$ cat src/rtl/sl_tx_fifo.sv
// SL-line word transmitter with input FIFO, programmable word length, phase divider and parity.
// Define SL_TX_PARITY_SEL_EN to make parity selectable; otherwise parity is fixed odd.
module sl_tx_fifo #(
    parameter int MAX_BITS   = 32,
    parameter int FIFO_DEPTH = 4,
    parameter int CNT_W      = $clog2(MAX_BITS + 1)
) (
    input  logic                            clk,
    input  logic                            rst_n,
    input  logic [MAX_BITS-1:0]             wr_data,
    input  logic                            wr_valid,
    output logic                            wr_ready,
    input  logic [CNT_W-1:0]                cfg_bits,
    input  logic [2:0]                      cfg_div,
    input  logic                            cfg_parity_even,
    input  logic                            cfg_we,
    output logic                            cfg_err,
    output logic                            sl0,
    output logic                            sl1,
    output logic                            busy,
    output logic [$clog2(FIFO_DEPTH+1)-1:0] fifo_level,
    output logic                            word_done
);
    localparam int PTR_W = $clog2(FIFO_DEPTH);
    localparam int LVL_W = $clog2(FIFO_DEPTH + 1);

    typedef enum logic [6:0] {
        S_IDLE     = 7'b0000001,
        S_LEAD     = 7'b0000010,
        S_DATA     = 7'b0000100,
        S_BIT_END  = 7'b0001000,
        S_PAR      = 7'b0010000,
        S_STOP     = 7'b0100000,
        S_WORD_END = 7'b1000000
    } state_t;

    state_t              state_q, state_d;
    logic [4:0]          cnt_q, cnt_d;
    logic [CNT_W-1:0]    bit_idx_q, bit_idx_d;
    logic                par_done_q, par_done_d;
    logic                par_bit_q, par_bit_d;
    logic [MAX_BITS-1:0] data_q, data_d;
    logic [CNT_W-1:0]    sh_bits_q, sh_bits_d;
    logic [2:0]          sh_div_q, sh_div_d;
    logic [CNT_W-1:0]    cfg_bits_q, cfg_bits_d;
    logic [2:0]          cfg_div_q, cfg_div_d;
    logic [PTR_W-1:0]    wr_ptr_q, wr_ptr_d, rd_ptr_q, rd_ptr_d;
    logic [LVL_W-1:0]    count_q, count_d;
    logic [MAX_BITS-1:0] mem_q [FIFO_DEPTH];
    logic                sl0_q, sl0_d, sl1_q, sl1_d;
    logic                busy_q, busy_d, wr_ready_q, wr_ready_d;
    logic                word_done_q, word_done_d, cfg_err_q, cfg_err_d;

    logic                push, start, phase_end, fifo_nonempty, cfg_legal;
    logic                par_even, head_x;
    logic [4:0]          plast;
    logic [MAX_BITS-1:0] head;

    // Configuration register: illegal writes leave it untouched and only raise cfg_err.
    always_comb begin
        cfg_legal = ~cfg_bits[0] && (cfg_bits >= CNT_W'(8)) &&
                    (cfg_bits <= CNT_W'(MAX_BITS)) && (cfg_div <= 3'd4);
        cfg_bits_d = cfg_bits_q;
        cfg_div_d  = cfg_div_q;
        if (cfg_we && cfg_legal) begin
            cfg_bits_d = cfg_bits;
            cfg_div_d  = cfg_div;
        end
        cfg_err_d = cfg_we && !cfg_legal;
    end

`ifdef SL_TX_PARITY_SEL_EN
    logic par_even_q, par_even_d;

    always_comb begin
        par_even_d = par_even_q;
        if (cfg_we && cfg_legal) par_even_d = cfg_parity_even;
    end

    always_ff @(posedge clk) begin
        if (!rst_n) par_even_q <= 1'b0;
        else        par_even_q <= par_even_d;
    end

    assign par_even = par_even_q;
`else
    logic unused_parity_even;
    assign unused_parity_even = cfg_parity_even;
    assign par_even = 1'b0;
`endif

    // Parity of the head word is taken over the configured bit count at pop time.
    always_comb begin
        head   = mem_q[rd_ptr_q];
        head_x = 1'b0;
        for (int i = 0; i < MAX_BITS; i++) begin
            if (i < int'(cfg_bits_q)) head_x = head_x ^ head[i];
        end
    end

    assign fifo_nonempty = (count_q != '0);
    assign plast         = 5'((6'd2 << sh_div_q) - 6'd1);
    assign phase_end     = (cnt_q == plast);

    always_comb begin
        state_d     = state_q;
        start       = 1'b0;
        data_d      = data_q;
        bit_idx_d   = bit_idx_q;
        par_done_d  = par_done_q;
        par_bit_d   = par_bit_q;
        sh_bits_d   = sh_bits_q;
        sh_div_d    = sh_div_q;
        word_done_d = 1'b0;
        case (state_q)
            S_IDLE:  if (fifo_nonempty) start = 1'b1;
            S_LEAD:  if (phase_end) state_d = S_DATA;
            S_DATA: begin
                if (phase_end) begin
                    state_d   = S_BIT_END;
                    data_d    = data_q >> 1;
                    bit_idx_d = bit_idx_q + CNT_W'(1);
                end
            end
            S_BIT_END: begin
                if (phase_end) begin
                    if (par_done_q)                  state_d = S_STOP;
                    else if (bit_idx_q < sh_bits_q)  state_d = S_DATA;
                    else                             state_d = S_PAR;
                end
            end
            S_PAR: begin
                if (phase_end) begin
                    state_d    = S_BIT_END;
                    par_done_d = 1'b1;
                end
            end
            S_STOP:  if (phase_end) state_d = S_WORD_END;
            S_WORD_END: begin
                if (phase_end) begin
                    word_done_d = 1'b1;
                    if (fifo_nonempty) start = 1'b1;
                    else               state_d = S_IDLE;
                end
            end
            default: state_d = S_IDLE;
        endcase
        if (start) begin
            state_d    = S_LEAD;
            data_d     = head;
            bit_idx_d  = '0;
            par_done_d = 1'b0;
            par_bit_d  = par_even ? head_x : ~head_x;
            sh_bits_d  = cfg_bits_q;
            sh_div_d   = cfg_div_q;
        end
        cnt_d = ((state_d != state_q) || (state_q == S_IDLE)) ? 5'd0 : cnt_q + 5'd1;

        // Lines are registered from the next state so they switch with the state.
        case (state_d)
            S_DATA:  {sl0_d, sl1_d} = {data_d[0], ~data_d[0]};
            S_PAR:   {sl0_d, sl1_d} = {par_bit_d, ~par_bit_d};
            S_STOP:  {sl0_d, sl1_d} = 2'b00;
            default: {sl0_d, sl1_d} = 2'b11;
        endcase
        busy_d = (state_d != S_IDLE);
    end

    // wr_ready reflects occupancy before this cycle's pop, so a full FIFO never accepts.
    always_comb begin
        push     = wr_valid && wr_ready_q;
        wr_ptr_d = push  ? wr_ptr_q + PTR_W'(1) : wr_ptr_q;
        rd_ptr_d = start ? rd_ptr_q + PTR_W'(1) : rd_ptr_q;
        case ({push, start})
            2'b10:   count_d = count_q + LVL_W'(1);
            2'b01:   count_d = count_q - LVL_W'(1);
            default: count_d = count_q;
        endcase
        wr_ready_d = (count_d != LVL_W'(FIFO_DEPTH));
    end

    always_ff @(posedge clk) begin
        if (push) mem_q[wr_ptr_q] <= wr_data;
    end

    always_ff @(posedge clk) begin
        if (!rst_n) begin
            state_q     <= S_IDLE;
            cnt_q       <= '0;
            bit_idx_q   <= '0;
            par_done_q  <= 1'b0;
            par_bit_q   <= 1'b0;
            data_q      <= '0;
            sh_bits_q   <= CNT_W'(MAX_BITS);
            sh_div_q    <= 3'd3;
            cfg_bits_q  <= CNT_W'(MAX_BITS);
            cfg_div_q   <= 3'd3;
            wr_ptr_q    <= '0;
            rd_ptr_q    <= '0;
            count_q     <= '0;
            sl0_q       <= 1'b1;
            sl1_q       <= 1'b1;
            busy_q      <= 1'b0;
            wr_ready_q  <= 1'b1;
            word_done_q <= 1'b0;
            cfg_err_q   <= 1'b0;
        end else begin
            state_q     <= state_d;
            cnt_q       <= cnt_d;
            bit_idx_q   <= bit_idx_d;
            par_done_q  <= par_done_d;
            par_bit_q   <= par_bit_d;
            data_q      <= data_d;
            sh_bits_q   <= sh_bits_d;
            sh_div_q    <= sh_div_d;
            cfg_bits_q  <= cfg_bits_d;
            cfg_div_q   <= cfg_div_d;
            wr_ptr_q    <= wr_ptr_d;
            rd_ptr_q    <= rd_ptr_d;
            count_q     <= count_d;
            sl0_q       <= sl0_d;
            sl1_q       <= sl1_d;
            busy_q      <= busy_d;
            wr_ready_q  <= wr_ready_d;
            word_done_q <= word_done_d;
            cfg_err_q   <= cfg_err_d;
        end
    end

    assign sl0        = sl0_q;
    assign sl1        = sl1_q;
    assign busy       = busy_q;
    assign wr_ready   = wr_ready_q;
    assign fifo_level = count_q;
    assign word_done  = word_done_q;
    assign cfg_err    = cfg_err_q;
endmodule

$ cat config.mk
export PLATFORM = sky130hd
export DESIGN_NAME = sl_tx_fifo
export DESIGN_NICKNAME = d
export VERILOG_FILES = /design/src/rtl/sl_tx_fifo.sv
export SDC_FILE = /design/constraint.sdc
export NUM_CORES = 1
export LEC_CHECK = 0
export ABC_CLOCK_PERIOD_IN_PS = 4700
export CAP_MARGIN = 20
export CORE_MARGIN = 3
export CORE_UTILIZATION = 50
export CTS_BUF_LIST = sky130_fd_sc_hd__clkbuf_2 sky130_fd_sc_hd__clkbuf_4 sky130_fd_sc_hd__clkbuf_8
export CTS_CLUSTER_DIAMETER = 200
export CTS_CLUSTER_SIZE = 8
export DETAILED_ROUTE_END_ITERATION = 10
export PLACE_DENSITY = 0.69
export SLEW_MARGIN = 20
export SYNTH_ARGS = -nofsm -noshare
export SYNTH_HDL_FRONTEND = slang
export SYNTH_SLANG_ARGS = --single-unit
$ cat constraint.sdc
create_clock -name clk -period 4.7 [get_ports clk]
set_input_delay 1.175 -clock clk [delete_from_list [all_inputs] [get_ports clk]]
set_output_delay 1.175 -clock clk [all_outputs]
set_load 0.05 [all_outputs]
==> impl_results.md, run 1 <==
- Fmax: approximately 0.25 GHz
- Grt total ovfl: 0
- Slew Limit Fails: 0
- DRC: 0
- Fraction of layout cells with a size suffix above 1: 0.126
- Setup crit start: sh_div_q[2]
- Buf+Inv Stages, Crit Path: 2
- Element type at the critical path start: flip-flop
- CP Class: reg -> reg
- Top cells by area, synth: edfxtp_1 (41%), dfxtp_1 (18%), mux4_2 (7.9%)
- Initial DRC count: between 300 and 400
- Drt wl/cell: roughly 18 µm
- Die width: 143 µm
- Reg2Reg Setup Slack: 0.76 ns
- Util after Layout: 0.585
- CP max stage delay: 0.51 ns
- Vias in the first global route: about 6.1k
- Outcome: complete, no violations
- Die H: ~140 µm
- Initial Utilization: 0.517
- Crit end category: flip-flop
- Syn Inst Count: around 750
- Vias/cell: slightly below 6
- Slew HR: 0.350
- Synthesized area: 0.00941 mm²
- Worst Hold Launch: sh_bits_q[0]
- Pwr dens: approximately 540 mW/mm²
- Seq/Total Area, Yosys: 0.590
- Drt total wl: 18900 µm
- Clock Path Buffers: 3
- First-pass GRT wire length: just over 30000 µm
- CP Max Fanout: 18
- Endpoints failing hold: 0
- CP cell instances: or3_1 > ha_1 > xnor2_1 > a21oi_1 > a211oi_2 > a21oi_1 > or3_2 > inv_2 > ha_1 > inv_1 > fa_1 > xor2_1 > or3_1 > a21oi_1 > nand2_1
- Minimum clock period: 3.94 ns
- Cell variety after synth: 57
- Post-synth EDFFs: 128
- Largest net degree at the start of global routing: between 70 and 80
- Most frequent cells in the layout: edfxtp_1 (128), nor2_1 (84), dfxtp_1 (84)
- Worst-Skew Late Latency: approximately 0.58 ns
- PostCTS Resize Cnt: 0
- Yosys reg bits: about 210
- Port bufs: between 50 and 60
- Ant. Diodes: 0
- Root buffer cell: clkbuf_8
- Hold buffer count at CTS: 0
- Core box area: 0.0182 mm²
- Die area: around 0.020 mm²
- Placed Cells incl. Taps: ~1000
- H-tree levels: 1
- Final period util: 0.838
- Non-filler instance count after layout: 1045
- CP required: ~5.1 ns
- Final TNS setup: 0 ns
- # setup viols final: 0
- Top cell type's share of synthesized area: 0.409
- Placer congestion estimate: between 0.8 and 0.9
- P_leak: 3.62 nW
- Prevailing post-synth register cell: edfxtp_1
- ANT nets after route: 0
- WP data arrival: between 4 and 5 ns
- Clock tree from TritonCTS: built
- Most common cell after layout, fill and taps aside: edfxtp_1
- Critical path's top delay family: simple AND/OR/NAND/NOR gates
- Layout Skew: between 0.03 and 0.04 ns
- Total Nets Final: 860
- Initial antenna violation count: 0
- Max-cap violations: 0
- GRT Util Overall: 0.188
- TritonRoute pass-1 iters: 5
- Worst reg2reg path startpoint: sh_div_q[2]
- Clock sink count: about 210
- Num CTS Buffers: 30
- Area leader, netlist: edfxtp_1
- Worst Max-Slew Pin Slew: a little under 1 ns
- # IOs: 55
- Slowest CP cell: or3_2
- Post-Synthesis Net Count: between 800 and 900
- Via Count: roughly 6.0k
- Worst vdd ir: roughly 320 µV
- Most common cell on crit path: a21oi_1
- Row count: between 40 and 50
- # Post-CTS Setup Buffers: 0
- CTS clk-pin slew, worst paths: roughly 0.060 ns
- RSZ-0062 raised after global routing: no
- YS warnings: 0
- Post-DP HPWL: ~12000 µm
- Asr flop ratio synth: 0
- Worst min path class: reg -> reg
- Final-layout fill cell count: about 1.4k
- Area grow syn2layout: 13.3%
- Syn Area/Cell: 12.5 µm²
[where the power goes]
group	internal, W	switching (W)	leakage [nW]
Clock	0.000714	0.000644	0.300
Combinational	0.000858	0.00112	1.45
Sequential	0.00226	0.000162	1.87
[flip-flops by register name (all words and copies together), names as in the netlist, 2 cells and up, named ones only]
register    cells
rd_ptr_q        2
data_q         32
sh_div_q        3
cfg_div_q       3
state_q         7
fifo_level      3
sh_bits_q       6
bit_idx_q       6
cnt_q           5
mem_q         128
cfg_bits_q      6
wr_ptr_q        2
[cells in the mapped netlist (all sizes together) (2+ instances only)]
library cell / n
nor2b: 2
nand2: 55
o2111ai: 2
xnor2: 23
nor3b: 2
a21o: 4
o31ai: 3
clkbuf: 31
maj3: 3
a221oi: 2
o211ai: 10
a21oi: 27
a31oi: 3
ha: 13
dfxtp: 85
or3: 5
mux2i: 42
and3: 9
nand2b: 6
o221ai: 3
o21a: 6
nor3: 8
mux4: 33
nand3: 16
o21ai: 23
inv: 22
xor2: 21
nand3b: 2
o311ai: 2
and2: 9
o211a: 3
edfxtp: 128
buf: 15
nand4: 6
a211oi: 33
nor2: 84
[final timing paths]
| check | end | depth (start not counted) |
|---|---|---|
| hold reg to reg | sh_bits_q[0] | 2 |
| setup reg to reg | wr_ready | 15 |
| setup / recovery | wr_ready | 15 |
| hold / removal | sh_bits_q[0] | 2 |
[metrics by stage]
step	hold slack (ns)	total power, W	area [µm²]	setup slack, ns
after floorplan	0.430	0.00396	9410	0.838
after global placement	0.451	0.00437	10100	0.887
after detailed placement	0.451	0.00443	10100	0.772
after CTS	0.461	0.00580	10700	0.753
after global routing	0.487	0.00609	10700	0.515
final	0.461	0.00575	10700	0.762
[metal layers]
layer	routed length (µm)	part of all wire	vias up	global-route usage
met5	0	0	-	0
met4	540	0.029	0	0.0605
met3	982	0.052	49	0.0308
met2	9330	0.49	189	0.320
met1	8070	0.43	2920	0.248
li1	-	-	2867	-
[kinds of logic after synthesis]
group | count (synthesis) | synth area share
buffers and inverters | 68 | 0.0313
DFF | 213 | 0.590
xor gates and xnor gates | 44 | 0.0410
and+or+nand+nor | 207 | 0.0990
muxes | 75 | 0.124
AOI/OAI and AO/OA | 127 | 0.0928
adders and majority gates | 17 | 0.0227
[area by class of cell]
| type | count | area, µm² | area share |
|---|---|---|---|
| tap | 229 | 287 | 0.0269 |
| sequential | 213 | 5550 | 0.520 |
| clock inverter | 2 | 21.3 | 0.00200 |
| clock buffer | 46 | 533 | 0.0500 |
| inverter | 22 | 82.6 | 0.00775 |
| timing repair buffer | 63 | 618 | 0.0580 |
| multi-input combinational | 470 | 3570 | 0.335 |
[worst reg2reg max path, delay by kind of cell (launching register included)]
family,cells,cell delay [ns]
xor+xnor,2,0.39
compound gates,4,0.64
fa+ha+maj,3,0.84
simple gates,4,1.30
buf+inv,2,0.32
flops,1,0.34
(Power assumes the default switching activity.)
==> run 2, diff against run 1 <==
- ABC_CLOCK_PERIOD_IN_PS: 4700 -> 4100
- clock period: 4.7 -> 4.1 ns (I/O delays scaled with it)
==> impl_results.md, run 2 (synthesis results as in run 1) <==
- Via Count: 6025 (unchanged)
- Area grow syn2layout: 14.0%
- Initial Utilization: 0.517 (unchanged)
- Worst vdd ir: 449 µV (+38%)
- Number of flip-flops in the largest register: 128 (unchanged)
- H-tree levels: 1 (unchanged)
- Ant. Diodes: 0 (unchanged)
- Total Nets Final: 864 (+0.47%)
- Worst-Skew Late Latency: 0.57 ns (about the same)
- Crit end category: flip-flop
- First-pass GRT wire length: 31200 µm (+0.80%)
- WP data arrival: 4.10 ns (-0.27 ns)
- Die H: 143 µm (unchanged)
- Port bufs: 53 (unchanged)
- Most common cell after layout, fill and taps aside: edfxtp_1
- ANT nets after route: 0 (unchanged)
- Hold buffer count at CTS: 0 (unchanged)
- Num CTS Buffers: 30 (unchanged)
- Clock tree from TritonCTS: built
- Final TNS setup: 0 ns (unchanged)
- Placer congestion estimate: 0.935 (+6.3%)
- Fraction of layout cells with a size suffix above 1: 0.133 (+0.00638)
- Reg2Reg Setup Slack: 0.43 ns (-0.33 ns)
- Minimum clock period: 3.67 ns (-0.271 ns)
- Worst Max-Slew Pin Slew: 0.926 ns (-0.0469 ns)
- RSZ-0062 raised after global routing: no
- Largest net degree at the start of global routing: 72 (unchanged)
- Core box area: 0.0182 mm² (unchanged)
- CP required: 4.54 ns (-0.59 ns)
- Drt wl/cell: 18.3 µm (+0.88%)
- Vias/cell: 5.73 (-0.57%)
- Pwr dens: 619 mW/mm² (+15%)
- CP max stage delay: 0.51 ns (about the same)
- CP Max Fanout: 5 (-13)
- Clock Path Buffers: 3 (unchanged)
- # Post-CTS Setup Buffers: 0 (unchanged)
- Post-DP HPWL: 12700 µm (+3.1%)
- Util after Layout: 0.589 (+0.00385)
- Grt total ovfl: 0 (unchanged)
- Final period util: 0.894 (+0.0565)
- CP cell instances: or3_1 > ha_1 > xnor2_1 > mux2i_1 > a211oi_2 > a21oi_1 > or3_2 > inv_2 > ha_1 > inv_1 > fa_1 > xor2_1 > or3_1 > a21oi_1 > nand2_1
- CP Class: reg -> reg
- Vias in the first global route: 6111 (-0.46%)
- # IOs: 55 (unchanged)
- CTS clk-pin slew, worst paths: 0.06 ns (about the same)
- Drt total wl: 19200 µm (+1.5%)
- Clock sink count: 213 (unchanged)
- P_leak: 3.66 nW (+0.98%)
- Biggest regs: mem_q x128, data_q x32, state_q x7
- Biggest register: mem_q
- Endpoints failing hold: 0 (unchanged)
- Row count: 49 (unchanged)
- Die area: 0.0205 mm² (unchanged)
- PostCTS Resize Cnt: 0 (unchanged)
- GRT Util Overall: 0.191 (+0.00298)
- Slew Limit Fails: 0 (unchanged)
- TritonRoute pass-1 iters: 5 (unchanged)
- Root buffer cell: clkbuf_8
- Outcome: complete, no violations
- Slowest CP cell: or3_2
- Initial antenna violation count: 0 (unchanged)
- DRC: 0 (unchanged)
- Layout Skew: 0.0235 ns (-0.0157 ns)
- Most frequent cells in the layout: edfxtp_1 (128), nor2_1 (84), dfxtp_1 (84)
- Initial DRC count: 361 (-1.9%)
- Worst hold margin: 0.456 ns (-0.00539 ns)
- Fmax: 0.273 GHz (+7.4%)
- Max-cap violations: 0 (unchanged)
- Die width: 143 µm (unchanged)
- Worst min path class: reg -> reg
- Slew HR: 0.382 (+0.0314)
- # setup viols final: 0 (unchanged)
- Element type at the critical path start: flip-flop
## run 2: cell count changes in the layout (fill, tap and decap cells not counted)
cell | before | now
clkbuf_4 | 16 | 18
buf_12 | 1 | 3
inv_12 | 0 | 1
buf_4 | 9 | 11
clkinv_8 | 1 | 0
## run 2: power breakdown
part           internal (W)  total [W]  switching [W]
Sequential          0.00259    0.00278       0.000193
Combinational       0.00101    0.00227        0.00127
Clock              0.000843    0.00159       0.000743
## run 2: final cells by class
type                       instances  area, µm²
sequential                       213       5550
clock inverter                     2       21.3
clock buffer                      48        548
inverter                          22       82.6
multi-input combinational        470       3570
tap                              229        287
fill                            1421       7480
timing repair buffer              67        673
## run 2: worst paths after layout
check / from / end / depth (start not counted)
setup reg to reg: sh_div_q[2] / wr_ready / 15
hold reg to reg: sh_bits_q[2] / sh_bits_q[2] / 2
hold / removal: sh_bits_q[2] / sh_bits_q[2] / 2
setup / recovery: sh_div_q[2] / wr_ready / 15
## run 2: critical path: cells and delay by family, from the launching register on
family / cells / cell delay [ns]
buffers and inverters: 2 / 0.14
muxes: 1 / 0.13
xor gates and xnor gates: 2 / 0.41
DFF: 1 / 0.35
adders and majority gates: 3 / 0.75
AOI/OAI and AO/OA: 3 / 0.51
and+or+nand+nor: 4 / 1.26
## run 2: routing by layer
metal  routed length [µm]  share of wire  GRT usage  vias up
met3                  931          0.048     0.0338       44
met5                    0              0          0        -
met1                 8250           0.43      0.254     2922
met2                 9580           0.50      0.322      171
met4                  447          0.023     0.0575        0
li1                     -              -          -     2888
## run 2: metrics by stage
step	cell area [µm²]	power, W	std cells	worst slack, ns
final	10700	0.00664	1051	0.433
after detailed placement	10200	0.00510	1001	0.476
after global routing	10700	0.00704	1051	0.214
after global placement	10200	0.00503	1001	0.564
after CTS	10700	0.00670	1051	0.449
after floorplan	9410	0.00454	751	0.238
==> run 3, diff against run 2 <==
- CORE_MARGIN: 3 -> 5
- CTS_CLUSTER_SIZE: 8 -> 25
==> impl_results.md, run 3 (synthesis results as in run 1) <==
- Worst min path class: reg -> reg
- Area grow syn2layout: 10.4%
- Num CTS Buffers: 12 (-60%)
- Max-cap violations: 0 (unchanged)
- Endpoints failing hold: 0 (unchanged)
- Clock sink count: 213 (unchanged)
- Worst reg2reg path startpoint: sh_div_q[2]
- Placed Cells incl. Taps: 1005 (+0.40%)
- Hold buffer count at CTS: 0 (unchanged)
- H-tree levels: 1 (unchanged)
- Largest net degree at the start of global routing: 72 (unchanged)
- Most frequent cells in the layout: edfxtp_1 (128), nor2_1 (84), dfxtp_1 (84)
- Biggest register: mem_q
- Worst-Skew Late Latency: 0.52 ns (-0.05 ns)
- First-pass GRT wire length: 30800 µm (-1.2%)
- Port bufs: 53 (unchanged)
- Area post-placement: 0.0101 mm² (-0.14%)
- CP required: 4.52 ns (-0.02 ns)
- Initial Utilization: 0.505 (-0.0120)
- Fmax: 0.272 GHz (-0.19%)
- Clock tree from TritonCTS: built
- Final period util: 0.896 (+0.00169)
- CP cell instances: or3_1 > ha_1 > xnor2_1 > mux2i_1 > a211oi_2 > a21oi_1 > or3_2 > inv_2 > ha_1 > inv_1 > fa_1 > xor2_1 > or3_1 > a21oi_1 > nand2_1
- PostCTS Resize Cnt: 0 (unchanged)
- WP data arrival: 4.09 ns (about the same)
- Final TNS setup: 0 ns (unchanged)
- Buf+Inv Stages, Crit Path: 2 (unchanged)
- RSZ-0062 raised after global routing: no
- Die width: 147 µm (+2.8%)
- Outcome: complete, no violations
- Placer congestion estimate: 0.884 (-5.4%)
- CP Class: reg -> reg
- Worst Hold Launch: sh_bits_q[1]
- Initial antenna violation count: 0 (unchanged)
- Die H: 147 µm (+2.8%)
- Total Nets Final: 845 (-2.2%)
- Slew HR: 0.398 (+0.0161)
- CP max stage delay: 0.51 ns (about the same)
- TritonRoute pass-1 iters: 5 (unchanged)
- Number of flip-flops in the largest register: 128 (unchanged)
- Drt total wl: 18900 µm (-1.6%)
- GRT Util Overall: 0.174 (-0.0165)
- Slowest CP cell: or3_2
- ANT nets after route: 0 (unchanged)
- Via Count: 5901 (-2.1%)
- Most common cell after layout, fill and taps aside: edfxtp_1
- Initial DRC count: 368 (+1.9%)
- Worst Max-Slew Pin Slew: 0.902 ns (-0.0242 ns)
- Worst vdd ir: 372 µV (-17%)
- Ant. Diodes: 0 (unchanged)
- # IOs: 55 (unchanged)
- Non-filler instance count after layout: 1025 (-2.5%)
- Setup crit start: sh_div_q[2]
- CP Max Fanout: 5 (unchanged)
- P_leak: 3.47 nW (-5.2%)
- DRC: 0 (unchanged)
- Pwr dens: 578 mW/mm² (-6.5%)
- Minimum clock period: 3.67 ns (+0.00692 ns)
- Core box area: 0.0186 mm² (+2.4%)
- Total power draw: 0.00601 W (-9.5%)
- # setup viols final: 0 (unchanged)
- Vias in the first global route: 5961 (-2.5%)
- Drt wl/cell: 18.4 µm (+0.92%)
- Critical path's top delay family: simple AND/OR/NAND/NOR gates
- Slew Limit Fails: 0 (unchanged)
- CTS clk-pin slew, worst paths: 0.15 ns (+0.09 ns)
- Final-layout fill cell count: 1530 (+7.7%)
- Clock Path Buffers: 3 (unchanged)
- Finished layout cell area: 0.0104 mm² (-3.2%)
- Post-DP HPWL: 12800 µm (+0.56%)
- # Post-CTS Setup Buffers: 0 (unchanged)
- Layout Skew: 0.0423 ns (+0.0187 ns)
- Grt total ovfl: 0 (unchanged)
- Element type at the critical path start: flip-flop
- Biggest regs: mem_q x128, data_q x32, state_q x7
- Die area: 0.0217 mm² (+5.7%)
- Fraction of layout cells with a size suffix above 1: 0.0986 (-0.0340)
- Crit end category: flip-flop
- Root buffer cell: clkbuf_8
- Row count: 50 (+2.0%)
- Vias/cell: 5.76 (+0.43%)
==> run 3: routing by layer <==
metal	track usage	share of wire	vias to the layer above
li1	-	-	2827
met1	0.227	0.43	2886
met2	0.308	0.51	154
met3	0.0247	0.046	34
met4	0.0480	0.022	0
met5	0	0	-
==> run 3: area by class of cell <==
cell class	count	area [µm²]	area share
sequential	213	5550	0.534
multi-input combinational	470	3570	0.344
timing repair buffer	66	653	0.0629
tap	234	293	0.0282
clock buffer	19	224	0.0216
inverter	22	82.6	0.00795
clock inverter	1	16.3	0.00157
==> run 3: worst paths after layout <==
kind                  end  slack, ns  cells past startpoint
min reg2reg  sh_bits_q[1]       0.46                      2
min          sh_bits_q[1]       0.46                      2
max              wr_ready       0.43                     15
max reg2reg      wr_ready       0.43                     15
==> run 3: tightest hold or removal path, stage by stage, from the launching register on <==
cell     delay, ns
dfxtp_1       0.34
nand2_1       0.05
a21oi_1       0.05
==> run 3: metrics by stage <==
step | util | setup WS (ns) | hold slack [ns]
2_1_floorplan | - | 0.238 | 0.430
3_3_place_gp | 0.544 | 0.551 | 0.443
4_1_cts | 0.557 | 0.410 | 0.468
3_5_place_dp | 0.544 | 0.445 | 0.449
6_report | 0.557 | 0.426 | 0.465
5_1_grt | 0.557 | 0.251 | 0.497
==> run 3: where the power goes <==
group | total [W] | internal, W | switching, W | leakage (nW)
sequential | 0.00277 | 0.00258 | 0.000191 | 1.87
combinational | 0.00225 | 0.000999 | 0.00125 | 1.47
clock | 0.000984 | 0.000360 | 0.000625 | 0.128
total | 0.00601 | 0.00394 | 0.00207 | 3.47
==> edit (config.mk and constraints of run 1) <==
Change the parameter `MAX_BITS` from 32 to 64.
--- a/src/rtl/sl_tx_fifo.sv
+++ b/src/rtl/sl_tx_fifo.sv
@@ -2,5 +2,5 @@
 // Define SL_TX_PARITY_SEL_EN to make parity selectable; otherwise parity is fixed odd.
 module sl_tx_fifo #(
-    parameter int MAX_BITS   = 32,
+    parameter int MAX_BITS   = 64,
     parameter int FIFO_DEPTH = 4,
     parameter int CNT_W      = $clog2(MAX_BITS + 1)
Interface: changed (resized cfg_bits and wr_data); port bits go from 55 to 88. No check against the original RTL was run, so the function may have changed too.
==> edit against run 1 <==
- routed wire length increased by 76%
- final area grew 76%
- synthesized cell count rose by 57%
- power up 87%
- utilization rose by 0.32 points
- sequential cell count is 163 higher
- setup slack better by 0.12 ns
- synthesized area rose by 74%
- critical path type unchanged
==> edit: results <==
[grt]
grt_pass1_vias = 9683
grt_start_max_net_pins = 78
grt_pass1_wl_um = 53900
track_usage = 0.192

[worst_setup_path]
reg2reg_slack_ns = 0.88
slowest_stage = "or3_4"
crit_arrival_ns = 4.28
ff2ff_path_depth = 16
cp-start-kind = "flip-flop"
max_stage_delay_ns = 0.41
worstPathMaxFanout = 11

[cells_and_area]
fin_nets = 1362
reg.largest.list = "mem_q: 256 flops, data_q: 64 flops"
nFillCells = 2536
drive_gt1_frac = 0.155

[synthesis]
synth_xor_area_frac = 0.0332
syn_nets = 1271
synth_mux_area_frac = 0.135
synthAdderAreaFrac = 0.0132
synth_cell_types = 68
synth_compound_area_frac = 0.0945
ys_seq_area_frac = 0.617
synth_edf_count = 256
synthTopCellsByCount = "edfxtp_1 (256), nand2_1 (132), dfxtp_1 (120)"
ys_top_cells_by_area = "edfxtp_1 (47%), dfxtp_1 (15%), mux4_2 (8.8%), mux2i_1 (4.7%), o211a_1 (3.9%)"

[drt]
wl_per_cell_um = 19.1
dr.pass1.iters = 7
drt-vias-per-instance = 5.62
first_iter_violations = 683

[place]
place_ws_ns = 0.898
gp_congestion = 0.905
port_buffers = 86
dpl.hpwl_um = 21900

[power]
leakagePower_nw = 6.91
vdd_drop_max_v = 0.000779

[cts]
cts_setup_buffers = 0
htreeDepth = 2

[timing]
fin_skew_ns = 0.0164
max_slew_margin = 0.497

[run_status]
status = "finished clean"
==> edit: changes by cell type in the layout (fill, tap and decap cells not counted), moves of 13 or more <==
cell                    run 1  this run
mux2i_1                    42        76
nand2_1                    55       132
dfxtp_1                    84       118
clkbuf_4                   16        39
edfxtp_1                  128       256
clkbuf_8                   30        52
o211a_1                     3        64
nor2_1                     84        48
a211oi_1                   31         2
o21ai_0                    20        53
mux4_2                     33        64
buf_4                       9        22
clkdlybuf4s50_1            53        85
==> edit: cells by family (layout without fill, tap and decap cells) <==
family	count (synthesis)	count (layout)
buffers and inverters	96	226
xor gates and xnor gates	54	54
muxes	140	140
DFF	376	376
and+or+nand+nor	288	288
AOI/OAI and AO/OA	206	206
adders and majority gates	17	17
==> edit: routing by layer <==
metal,vias up,share of wire,global-route usage
li1,4648,-,-
met1,4835,0.45,0.271
met2,265,0.48,0.316
met3,45,0.052,0.0324
met4,0,0.018,0.0459
met5,-,0,0
==> edit: worst min path at each step <==
stage | slack [ns] | cells past startpoint | endpoint | startpoint
2_1_floorplan | 0.43 | 1 | cnt_q[0]$_SDFF_PP0_ | cnt_q[0]$_SDFF_PP0_
4_1_cts | 0.46 | 1 | cnt_q[0]$_SDFF_PP0_ | cnt_q[0]$_SDFF_PP0_
3_3_place_gp | 0.45 | 1 | cnt_q[0]$_SDFF_PP0_ | cnt_q[0]$_SDFF_PP0_
5_1_grt | 0.49 | 2 | sh_bits_q[1]$_SDFFE_PN0P_ | sh_bits_q[1]$_SDFFE_PN0P_
6_report | 0.46 | 1 | cnt_q[0]$_SDFF_PP0_ | cnt_q[0]$_SDFF_PP0_
3_5_place_dp | 0.45 | 1 | cnt_q[0]$_SDFF_PP0_ | cnt_q[0]$_SDFF_PP0_
==> edit: per-stage QoR <==
step	util	area (um^2)	cells
CTS	0.589	18800	1742
global route	0.589	18800	1742
floorplan	-	16400	1177
finish	0.589	18800	1742
global placement	0.556	17700	1649
detailed placement	0.556	17700	1649
==> edit: cell type report <==
| cell class | count | area (um^2) | share of cell area |
|---|---|---|---|
| clock buffer | 91 | 1010 | 0.0538 |
| clock inverter | 2 | 16.3 | 0.000867 |
| inverter | 19 | 71.3 | 0.00380 |
| multi-input combinational | 705 | 5870 | 0.313 |
| sequential | 376 | 10100 | 0.538 |
| tap | 435 | 544 | 0.0290 |
| timing repair buffer | 114 | 1160 | 0.0616 |
==> edit: where the power goes <==
part	switching, W	internal (W)	total, W
sequential	0.000228	0.00403	0.00426
combinational	0.00202	0.00198	0.00400
clock	0.00113	0.00134	0.00247
